### config.mk
export PLATFORM = sky130hd
export DESIGN_NAME = fft_butterfly_sequencer
export DESIGN_NICKNAME = d
export VERILOG_FILES = /design/src/rtl/fft_butterfly_sequencer.sv
export SDC_FILE = /design/constraint.sdc
export NUM_CORES = 1
export LEC_CHECK = 0
export CORE_AREA = 2 2 271 273
export CTS_CLUSTER_DIAMETER = 120
export CTS_CLUSTER_SIZE = 30
export DETAILED_ROUTE_END_ITERATION = 12
export DIE_AREA = 0 0 273 275
export GPL_TIMING_DRIVEN = 0
export HOLD_SLACK_MARGIN = 0.02
export PLACE_DENSITY_LB_ADDON = 0.05
export SYNTH_ARGS = -nofsm -noshare
export SYNTH_HDL_FRONTEND = slang
export SYNTH_SLANG_ARGS = --single-unit
### constraint.sdc
create_clock -name clk -period 15 [get_ports clk]
set_input_delay 3 -clock clk [delete_from_list [all_inputs] [get_ports clk]]
set_output_delay 3 -clock clk [all_outputs]
set_load 0.02 [all_outputs]
### src/rtl/fft_butterfly_sequencer.sv
// +-----------------------------------------------------------------------------------+
// | fft_butterfly_sequencer: in-place radix-2 DIT FFT butterfly/RAM-op sequencer       |
// | Revision 1.0                                                                       |
// +-----------------------------------------------------------------------------------+
`default_nettype none

module fft_butterfly_sequencer #(
  parameter int LOG2N     = 10,
  parameter int ADDR_W    = 11,
  parameter int DATA_W    = 64,
  parameter int DATA_BASE = 0,
  parameter int TW_BASE   = 1024
) (
  input  logic              clk,
  input  logic              reset,
  input  logic              start,
  output logic              busy,
  output logic              done,
  output logic [3:0]        stage,
  output logic              read_enable,
  output logic              write_enable,
  output logic [ADDR_W-1:0] a_address,
  output logic [ADDR_W-1:0] b_address,
  output logic [ADDR_W-1:0] twiddle_address,
  output logic [DATA_W-1:0] a_write,
  output logic [DATA_W-1:0] b_write,
  input  logic [DATA_W-1:0] a_read,
  input  logic [DATA_W-1:0] b_read,
  input  logic [DATA_W-1:0] twiddle_read,
  input  logic              ready,
  output logic              bfly_start,
  output logic [DATA_W-1:0] bfly_a,
  output logic [DATA_W-1:0] bfly_b,
  output logic [DATA_W-1:0] bfly_tw,
  input  logic              bfly_done,
  input  logic [DATA_W-1:0] bfly_x,
  input  logic [DATA_W-1:0] bfly_y
);

  localparam int                IDX_W    = LOG2N + 1;
  localparam logic [IDX_W-1:0]  IDX_ONE  = IDX_W'(1);
  localparam logic [IDX_W-1:0]  N_PTS    = IDX_W'(1) << LOG2N;
  localparam logic [3:0]        LAST_S   = 4'(LOG2N - 1);
  localparam logic [ADDR_W-1:0] DATA_B_A = ADDR_W'(DATA_BASE);
  localparam logic [ADDR_W-1:0] TW_B_A   = ADDR_W'(TW_BASE);

  typedef enum logic [2:0] {
    S_IDLE = 3'd0,
    S_RD   = 3'd1,
    S_BF   = 3'd2,
    S_WR   = 3'd3,
    S_ADV  = 3'd4,
    S_DONE = 3'd5
  } state_t;

  state_t            state, state_nx;
  logic [IDX_W-1:0]  j, g, j_nx, g_nx;
  logic [IDX_W-1:0]  half, span, half_nx;
  logic [3:0]        s_nx;
  logic              last_bfly, load_idx;
  logic [ADDR_W-1:0] a_nx, b_nx, tw_nx;

  assign half      = IDX_ONE << stage;
  assign span      = half << 1;
  assign last_bfly = (stage == LAST_S) && (j == half - IDX_ONE) && (g == N_PTS - span);

  always_comb begin
    state_nx = state;
    case (state)
      S_IDLE:  if (start) state_nx = S_RD;
      S_RD:    if (ready) state_nx = S_BF;
      S_BF:    if (bfly_done) state_nx = S_WR;
      S_WR:    if (ready) state_nx = S_ADV;
      S_ADV:   state_nx = last_bfly ? S_DONE : S_RD;
      S_DONE:  state_nx = S_IDLE;
      default: state_nx = S_IDLE;
    endcase
  end

  // Index order: j innermost, then group base g, then stage.
  always_comb begin
    j_nx     = j;
    g_nx     = g;
    s_nx     = stage;
    load_idx = 1'b0;
    if (state == S_IDLE && start) begin
      load_idx = 1'b1;
      j_nx     = '0;
      g_nx     = '0;
      s_nx     = '0;
    end else if (state == S_ADV && !last_bfly) begin
      load_idx = 1'b1;
      if (j != half - IDX_ONE) begin
        j_nx = j + IDX_ONE;
      end else begin
        j_nx = '0;
        if (g != N_PTS - span) begin
          g_nx = g + span;
        end else begin
          g_nx = '0;
          s_nx = stage + 4'd1;
        end
      end
    end
  end

  assign half_nx = IDX_ONE << s_nx;
  assign a_nx    = DATA_B_A + ADDR_W'(g_nx) + ADDR_W'(j_nx);
  assign b_nx    = a_nx + ADDR_W'(half_nx);
  assign tw_nx   = TW_B_A + (ADDR_W'(j_nx) << (LAST_S - s_nx));

  always_ff @(posedge clk) begin
    if (reset) begin
      state           <= S_IDLE;
      busy            <= 1'b0;
      done            <= 1'b0;
      read_enable     <= 1'b0;
      write_enable    <= 1'b0;
      bfly_start      <= 1'b0;
      j               <= '0;
      g               <= '0;
      stage           <= '0;
      a_address       <= '0;
      b_address       <= '0;
      twiddle_address <= '0;
      bfly_a          <= '0;
      bfly_b          <= '0;
      bfly_tw         <= '0;
      a_write         <= '0;
      b_write         <= '0;
    end else begin
      state        <= state_nx;
      busy         <= (state_nx == S_RD) || (state_nx == S_BF) ||
                      (state_nx == S_WR) || (state_nx == S_ADV);
      done         <= (state_nx == S_DONE);
      read_enable  <= (state_nx == S_RD);
      write_enable <= (state_nx == S_WR);
      bfly_start   <= (state == S_RD) && (state_nx == S_BF);
      if (load_idx) begin
        j               <= j_nx;
        g               <= g_nx;
        stage           <= s_nx;
        a_address       <= a_nx;
        b_address       <= b_nx;
        twiddle_address <= tw_nx;
      end
      if (state == S_RD && ready) begin
        bfly_a  <= a_read;
        bfly_b  <= b_read;
        bfly_tw <= twiddle_read;
      end
      if (state == S_BF && bfly_done) begin
        a_write <= bfly_x;
        b_write <= bfly_y;
      end
    end
  end

endmodule

`default_nettype wire
==> results.ini, run 1 <==
[timing]
grt_setup_unrepaired = false
final-hold-violation-count = 0
setup_viol = 0
fin_crit_sh_pct = 54.5
relSlewSlack_pct = 32.1
maxSlewViolCount = 0
setup_slack_ns = 6.82
clock_skew_ns = 0.0414
fmax_mhz = 122
tightestPinTransition_ns = 1.01
layout_min_cycle_time_ns = 8.18
whs_ns = 0.453
fin_setup_tns_ns = 0

[floorplanning]
die_w_microns = 273
die_area_sq_mm = 0.0751
die_height_microns = 275
ios = 687
start_util_pct = 22.8
core_sq_mm = 0.0723
rows = 99

[worst_setup_path]
crit_top_cell = ha_1
cp_slowest_cell = nor4_2
cpPeakStageDelay_ns = 0.79
r2r-start = stage[2]$_SDFFE_PP0P_
cp_top_family = simple AND/OR/NAND/NOR gates
crit_type = reg -> reg
r2r_slack_ns = 6.82
crit_path_end_kind = register
arrival_ns = 8.63
path_max_fanout = 10
rr_worst_depth = 32
required_ns = 15.46
start_kind = register
path_buf_inv = 5
reg2reg_to = b_address[10]$_SDFFE_PP0P_

[status]
status = finished, final reports clean

[synthesis]
ys_warn_count = 0
synth_edf_count = 0
async_reset_ff_share_pct = 0
postSynthAreaPerCell_sq_um = 7.76
synth_fp_nets = 2492
synth_flop_cell = dfxtp_1
syn_area_sq_mm = 0.0165
synth.distinct_cells = 88
yosys_register_bits = 387
synthCells = 2127
ys_seq_area_share_pct = 47.0

[global_routing]
grt_pass1_vias = 16980
grt_pass1_wl_mm = 117
track_usage_pct = 20.9
antenna_found_initial = 19
grt_max_degree = 31
grt_overflow = 0

[clocking]
post_cts_buffers = 0
cts_root_buffer = clkbuf_16
cts-resized-gates = 0
clk_path_buf_depth = 3
cts_tree = done
cts_made_buffers = 18
clk_pin_slew_ns = 0.11
ctsHoldBuffers = 0
htree_levels = 1
cts.sinks = 387
clock_latency_ns = 0.60

[drt]
drc = 0
vias = 17315
drtIter0Drc = 977
dr.pass1.iters = 8
wirelength_mm = 83.4
drtAntennaViolNets = 0
wl_per_cell_microns = 21.9
viasPerCell = 4.54

[final_layout]
drive_above_1_share_pct = 2.47
nFillCells = 7618
area_growth_pct = 52.5
nets = 3198
design_area_sq_mm = 0.0252
final_cell_mix = nand2_1, clkdlybuf4s50_1, dfxtp_1, a21oi_1, clkbuf_1
instances_no_fill = 3811
layout_commonest_cell = nand2_1

[placement]
dp_hpwl_mm = 68.2
gp_congestion = 0.888
dp_slack_ns = 6.59
port_buffers = 686
place_inst = 3772
placed_area_sq_mm = 0.0246

[run]
maxCapViolCount = 0

[min_path]
hp-class = reg -> reg
hold_path_end = twiddle_address[7]$_SDFFE_PP0P_
hp-start = twiddle_address[7]$_SDFFE_PP0P_
worstHoldPathCells = 2

[power_and_ir_drop]
irDropWorstVdd_mv = 0.0717
power.density_mw_per_mm2 = 83.3
p_leak_nw = 8.60

cell families after synthesis:
logic type / share of synthesized area, %
xor+xnor: 2.43
buf+inv: 4.25
compound gates: 17.4
simple gates: 24.9
mux: 0.918
flops: 47.0
fa+ha+maj: 3.12
worst reg2reg max path: cells and delay by family (launching register included):
kind                       cells  cell delay, ns
adders and majority gates      3            0.86
DFF                            1            0.58
AOI/OAI and AO/OA              9            1.51
and+or+nand+nor               11            2.68
buffers and inverters          5            1.36
xor gates and xnor gates       3            0.58
muxes                          1            0.50
synth_stat cells (5+ instances only):
cell	n	area (sq um)
a21oi_1	385	1930
a211oi_1	6	45.0
nand4_1	7	43.8
a22oi_1	5	37.5
nor2b_1	16	100
nand3_1	26	130
dfxtp_1	387	7750
xnor2_1	30	263
nor3b_1	7	52.6
nor3_1	37	185
o21bai_1	5	37.5
and2_1	6	37.5
o211ai_1	12	90.1
nand2_1	717	2690
nand2b_1	9	56.3
a21o_1	6	45.0
xor2_1	14	123
nor4_1	8	50.1
buf_2	5	25.0
and4_1	5	43.8
o21ai_0	26	130
a31oi_1	5	31.3
inv_1	29	109
or3_1	13	81.3
ha_1	38	475
nand3b_1	8	60.1
clkbuf_1	130	488
nor2_1	65	244
mux2i_1	14	140
flip-flops by register name, indices dropped and copies added (netlist names), 11 cells and up:
name             flops
bfly_a              64
g                   11
twiddle_address     11
bfly_tw             64
j                   11
bfly_b              64
b_write             64
b_address           11
a_write             64
a_address           11
cell type report:
cell class                      count  area, sq um  share of cell area, %
Sequential cell                   387         7750                   30.8
Clock inverter                      7          116                  0.462
Inverter                           29          109                  0.432
Tap cell                          959         1200                   4.77
Multi-Input combinational cell   1566         8050                   32.0
Clock buffer                       19          454                   1.80
Buffer                            145          593                   2.36
Antenna cell                       13         32.5                  0.129
Timing Repair Buffer              686         6870                   27.3
through the flow:
stage	util, %	power [W]
after floorplan	-	0.00125
final	34.8	0.00210
after global routing	34.8	0.00218
after CTS	34.7	0.00213
after global placement	34.0	0.00148
after detailed placement	34.0	0.00148
routing by layer:
metal / routed length [microns] / share of wire (%) / global-route usage [%]
met1: 32700 / 39 / 24.0
met2: 43100 / 52 / 38.3
met3: 5510 / 6.6 / 5.73
met5: 92 / 0.11 / 0
met4: 2020 / 2.4 / 5.36
report_power, final:
part / internal (W) / total (W) / switching [W]
Clock: 0.000250 / 0.000642 / 0.000392
Combinational: 0.000170 / 0.000368 / 0.000198
Sequential: 0.00107 / 0.00109 / 0.0000208
Total: 0.00149 / 0.00210 / 0.000610
worst max-delay path by stage:
stage | from | to | slack, ns | depth (start not counted)
2_1_floorplan | start | b_address[10]$_SDFFE_PP0P_ | 7.82 | 21
3_3_place_gp | start | b_address[10]$_SDFFE_PP0P_ | 6.54 | 22
3_5_place_dp | start | b_address[10]$_SDFFE_PP0P_ | 6.59 | 22
4_1_cts | stage[0]$_SDFFE_PP0P_ | b_address[10]$_SDFFE_PP0P_ | 6.90 | 33
5_1_grt | stage[2]$_SDFFE_PP0P_ | b_address[10]$_SDFFE_PP0P_ | 6.18 | 32
6_report | stage[2]$_SDFFE_PP0P_ | b_address[10]$_SDFFE_PP0P_ | 6.82 | 32
Power figures use the tool's default switching activity.
==> inputs of run 2 (changes only) <==
- clock period: 15 -> 8 ns (I/O delays scaled with it)
==> results.ini, run 2 (synthesized netlist as in run 1, its figures left out) <==
[min_path]
hold_path_end = twiddle_address[7]$_SDFFE_PP0P_
hp-class = reg -> reg
hp-start = twiddle_address[7]$_SDFFE_PP0P_
worstHoldPathCells = 2  ; unchanged

[final_layout]
layout_commonest_cell = nand2_1
area_growth_pct = 53.6
final_cell_mix = nand2_1, clkdlybuf4s50_1, a21oi_1, dfxtp_1, clkbuf_1
nFillCells = 7617  ; -0.013%
drive_above_1_share_pct = 3.47  ; +1.0 points
nets = 3209  ; +0.34%

[worst_setup_path]
cp_slowest_cell = nor4_4
reg2reg_to = b_address[10]$_SDFFE_PP0P_
start_kind = register
path_buf_inv = 5  ; unchanged
path_max_fanout = 10  ; unchanged
rr_worst_depth = 32  ; unchanged
cp_top_family = simple AND/OR/NAND/NOR gates
arrival_ns = 7.90  ; -0.73 ns
r2r-start = stage[2]$_SDFFE_PP0P_
crit_type = reg -> reg
cpPeakStageDelay_ns = 0.44  ; -0.35 ns
crit_path_end_kind = register
r2r_slack_ns = 0.55  ; -6.27 ns
required_ns = 8.46  ; -7.00 ns

[power_and_ir_drop]
clkPwrFrac_pct = 30.6  ; about the same
irDropWorstVdd_mv = 0.135  ; +88%
p_leak_nw = 8.70  ; +1.2%
power.share.switching_pct = 29.1  ; about the same
pwr-share-seq_pct = 51.8  ; about the same
p_total_w = 0.00393  ; +87%
power_switching_w = 0.00114  ; +87%
internal-power_w = 0.00279  ; +87%
p_comb_share_pct = 17.6  ; about the same
power.density_mw_per_mm2 = 155  ; +86%

[clocking]
cts_made_buffers = 18  ; unchanged
clock_latency_ns = 0.60  ; about the same
clk_path_buf_depth = 3  ; unchanged
clk_pin_slew_ns = 0.11  ; about the same
cts_root_buffer = clkbuf_16
cts.sinks = 387  ; unchanged
cts_tree = done
htree_levels = 1  ; unchanged
ctsHoldBuffers = 0  ; unchanged

[global_routing]
grt_pass1_vias = 16975  ; -0.029%
grt_overflow = 0  ; unchanged
grt_pass1_wl_mm = 117  ; about the same
antenna_found_initial = 19  ; unchanged
grt_max_degree = 31  ; unchanged
track_usage_pct = 20.9  ; unchanged

[status]
status = finished, final reports clean

[floorplanning]
core_sq_mm = 0.0723  ; unchanged
start_util_pct = 22.8  ; unchanged
rows = 99  ; unchanged
die_area_sq_mm = 0.0751  ; unchanged
ios = 687  ; unchanged
die_height_microns = 275  ; unchanged
die_w_microns = 273  ; unchanged

[drt]
wl_met2_mm = 43.1  ; +0.10%
viasPerCell = 4.54  ; about the same
drtAntennaViolNets = 0  ; unchanged
met1_length_mm = 32.8  ; +0.30%
drtIter0Drc = 993  ; +1.6%
drc = 0  ; unchanged
top_layer_used = met5
wirelength_mm = 83.7  ; +0.34%
wl_met3_mm = 5.63  ; +2.2%
dr.pass1.iters = 7  ; -1
wl_per_cell_microns = 21.9  ; about the same
vias = 17364  ; +0.28%

[timing]
tightestPinTransition_ns = 0.990  ; -0.0221 ns
setup_viol = 0  ; unchanged
relSlewSlack_pct = 33.5  ; +1.5 points
fin_crit_sh_pct = 93.1  ; +39 points
fmax_mhz = 134  ; +9.8%
clock_skew_ns = 0.0438  ; +0.00242 ns
layout_min_cycle_time_ns = 7.45  ; -0.731 ns
final-hold-violation-count = 0  ; unchanged
fin_setup_tns_ns = 0  ; unchanged
grt_setup_unrepaired = false
maxSlewViolCount = 0  ; unchanged

[placement]
dp_hpwl_mm = 68.2  ; unchanged
gp_congestion = 0.888  ; unchanged
port_buffers = 686  ; unchanged

[run]
maxCapViolCount = 0  ; unchanged

run 2: worst max path at each step:
stage	cells past startpoint	startpoint	endpoint	slack, ns
2_1_floorplan	33	stage[2]$_SDFFE_PP0P_	b_address[10]$_SDFFE_PP0P_	1.16
3_3_place_gp	33	stage[0]$_SDFFE_PP0P_	b_address[10]$_SDFFE_PP0P_	-0.15
3_5_place_dp	32	stage[2]$_SDFFE_PP0P_	b_address[10]$_SDFFE_PP0P_	-0.04
4_1_cts	32	stage[0]$_SDFFE_PP0P_	b_address[10]$_SDFFE_PP0P_	0.002
5_1_grt	33	stage[2]$_SDFFE_PP0P_	b_address[10]$_SDFFE_PP0P_	0.03
6_report	32	stage[2]$_SDFFE_PP0P_	b_address[10]$_SDFFE_PP0P_	0.55
run 2: area by class of cell:
cell class / count / area (sq um) / share of cell area (%)
Multi-Input combinational cell: 1566 / 8130 / 32.1
Sequential cell: 387 / 7750 / 30.6
Timing Repair Buffer: 699 / 6960 / 27.5
Tap cell: 959 / 1200 / 4.73
Buffer: 143 / 587 / 2.31
Clock buffer: 19 / 454 / 1.79
Clock inverter: 7 / 116 / 0.459
Inverter: 29 / 113 / 0.444
Antenna cell: 13 / 32.5 / 0.128
run 2: metrics by stage:
step	instance area, sq um	std cells	util, %	worst slack (ns)	hold WS [ns]
after global placement	24600	3772	34.0	-0.149	0.441
final	25400	3822	35.0	0.555	0.453
after detailed placement	24600	3772	34.0	-0.0446	0.443
after floorplan	16500	2127	-	1.16	0.497
after CTS	25100	3798	34.8	0.00227	0.457
after global routing	25300	3817	35.0	0.0340	0.477
run 2: worst min-delay path, stage by stage, from the launching register on:
cell	delay, ns
dfxtp_1	0.32
nand2_1	0.05
o21ai_1	0.05
run 2: power by group through the flow:
stage / Sequential, W / Combinational [W] / Clock (W)
2_1_floorplan: 0.00216 / 0.000187 / 0
3_3_place_gp: 0.00208 / 0.000698 / 0
3_5_place_dp: 0.00208 / 0.000699 / 0
4_1_cts: 0.00204 / 0.000702 / 0.00126
5_1_grt: 0.00205 / 0.000741 / 0.00131
6_report: 0.00204 / 0.000691 / 0.00120
run 2: metal layers:
layer	global-route usage, %	up-vias
met4	5.29	14
li1	-	8564
met2	38.3	498
met5	0	-
met1	24.0	8196
met3	5.71	92
run 2: timing repair:
item / in CTS / in global routing
setup endpoints to repair: 1 / 3
pin swaps: 0 / 2
buffers inserted: 0 / 13
gates resized for setup: 2 / 21
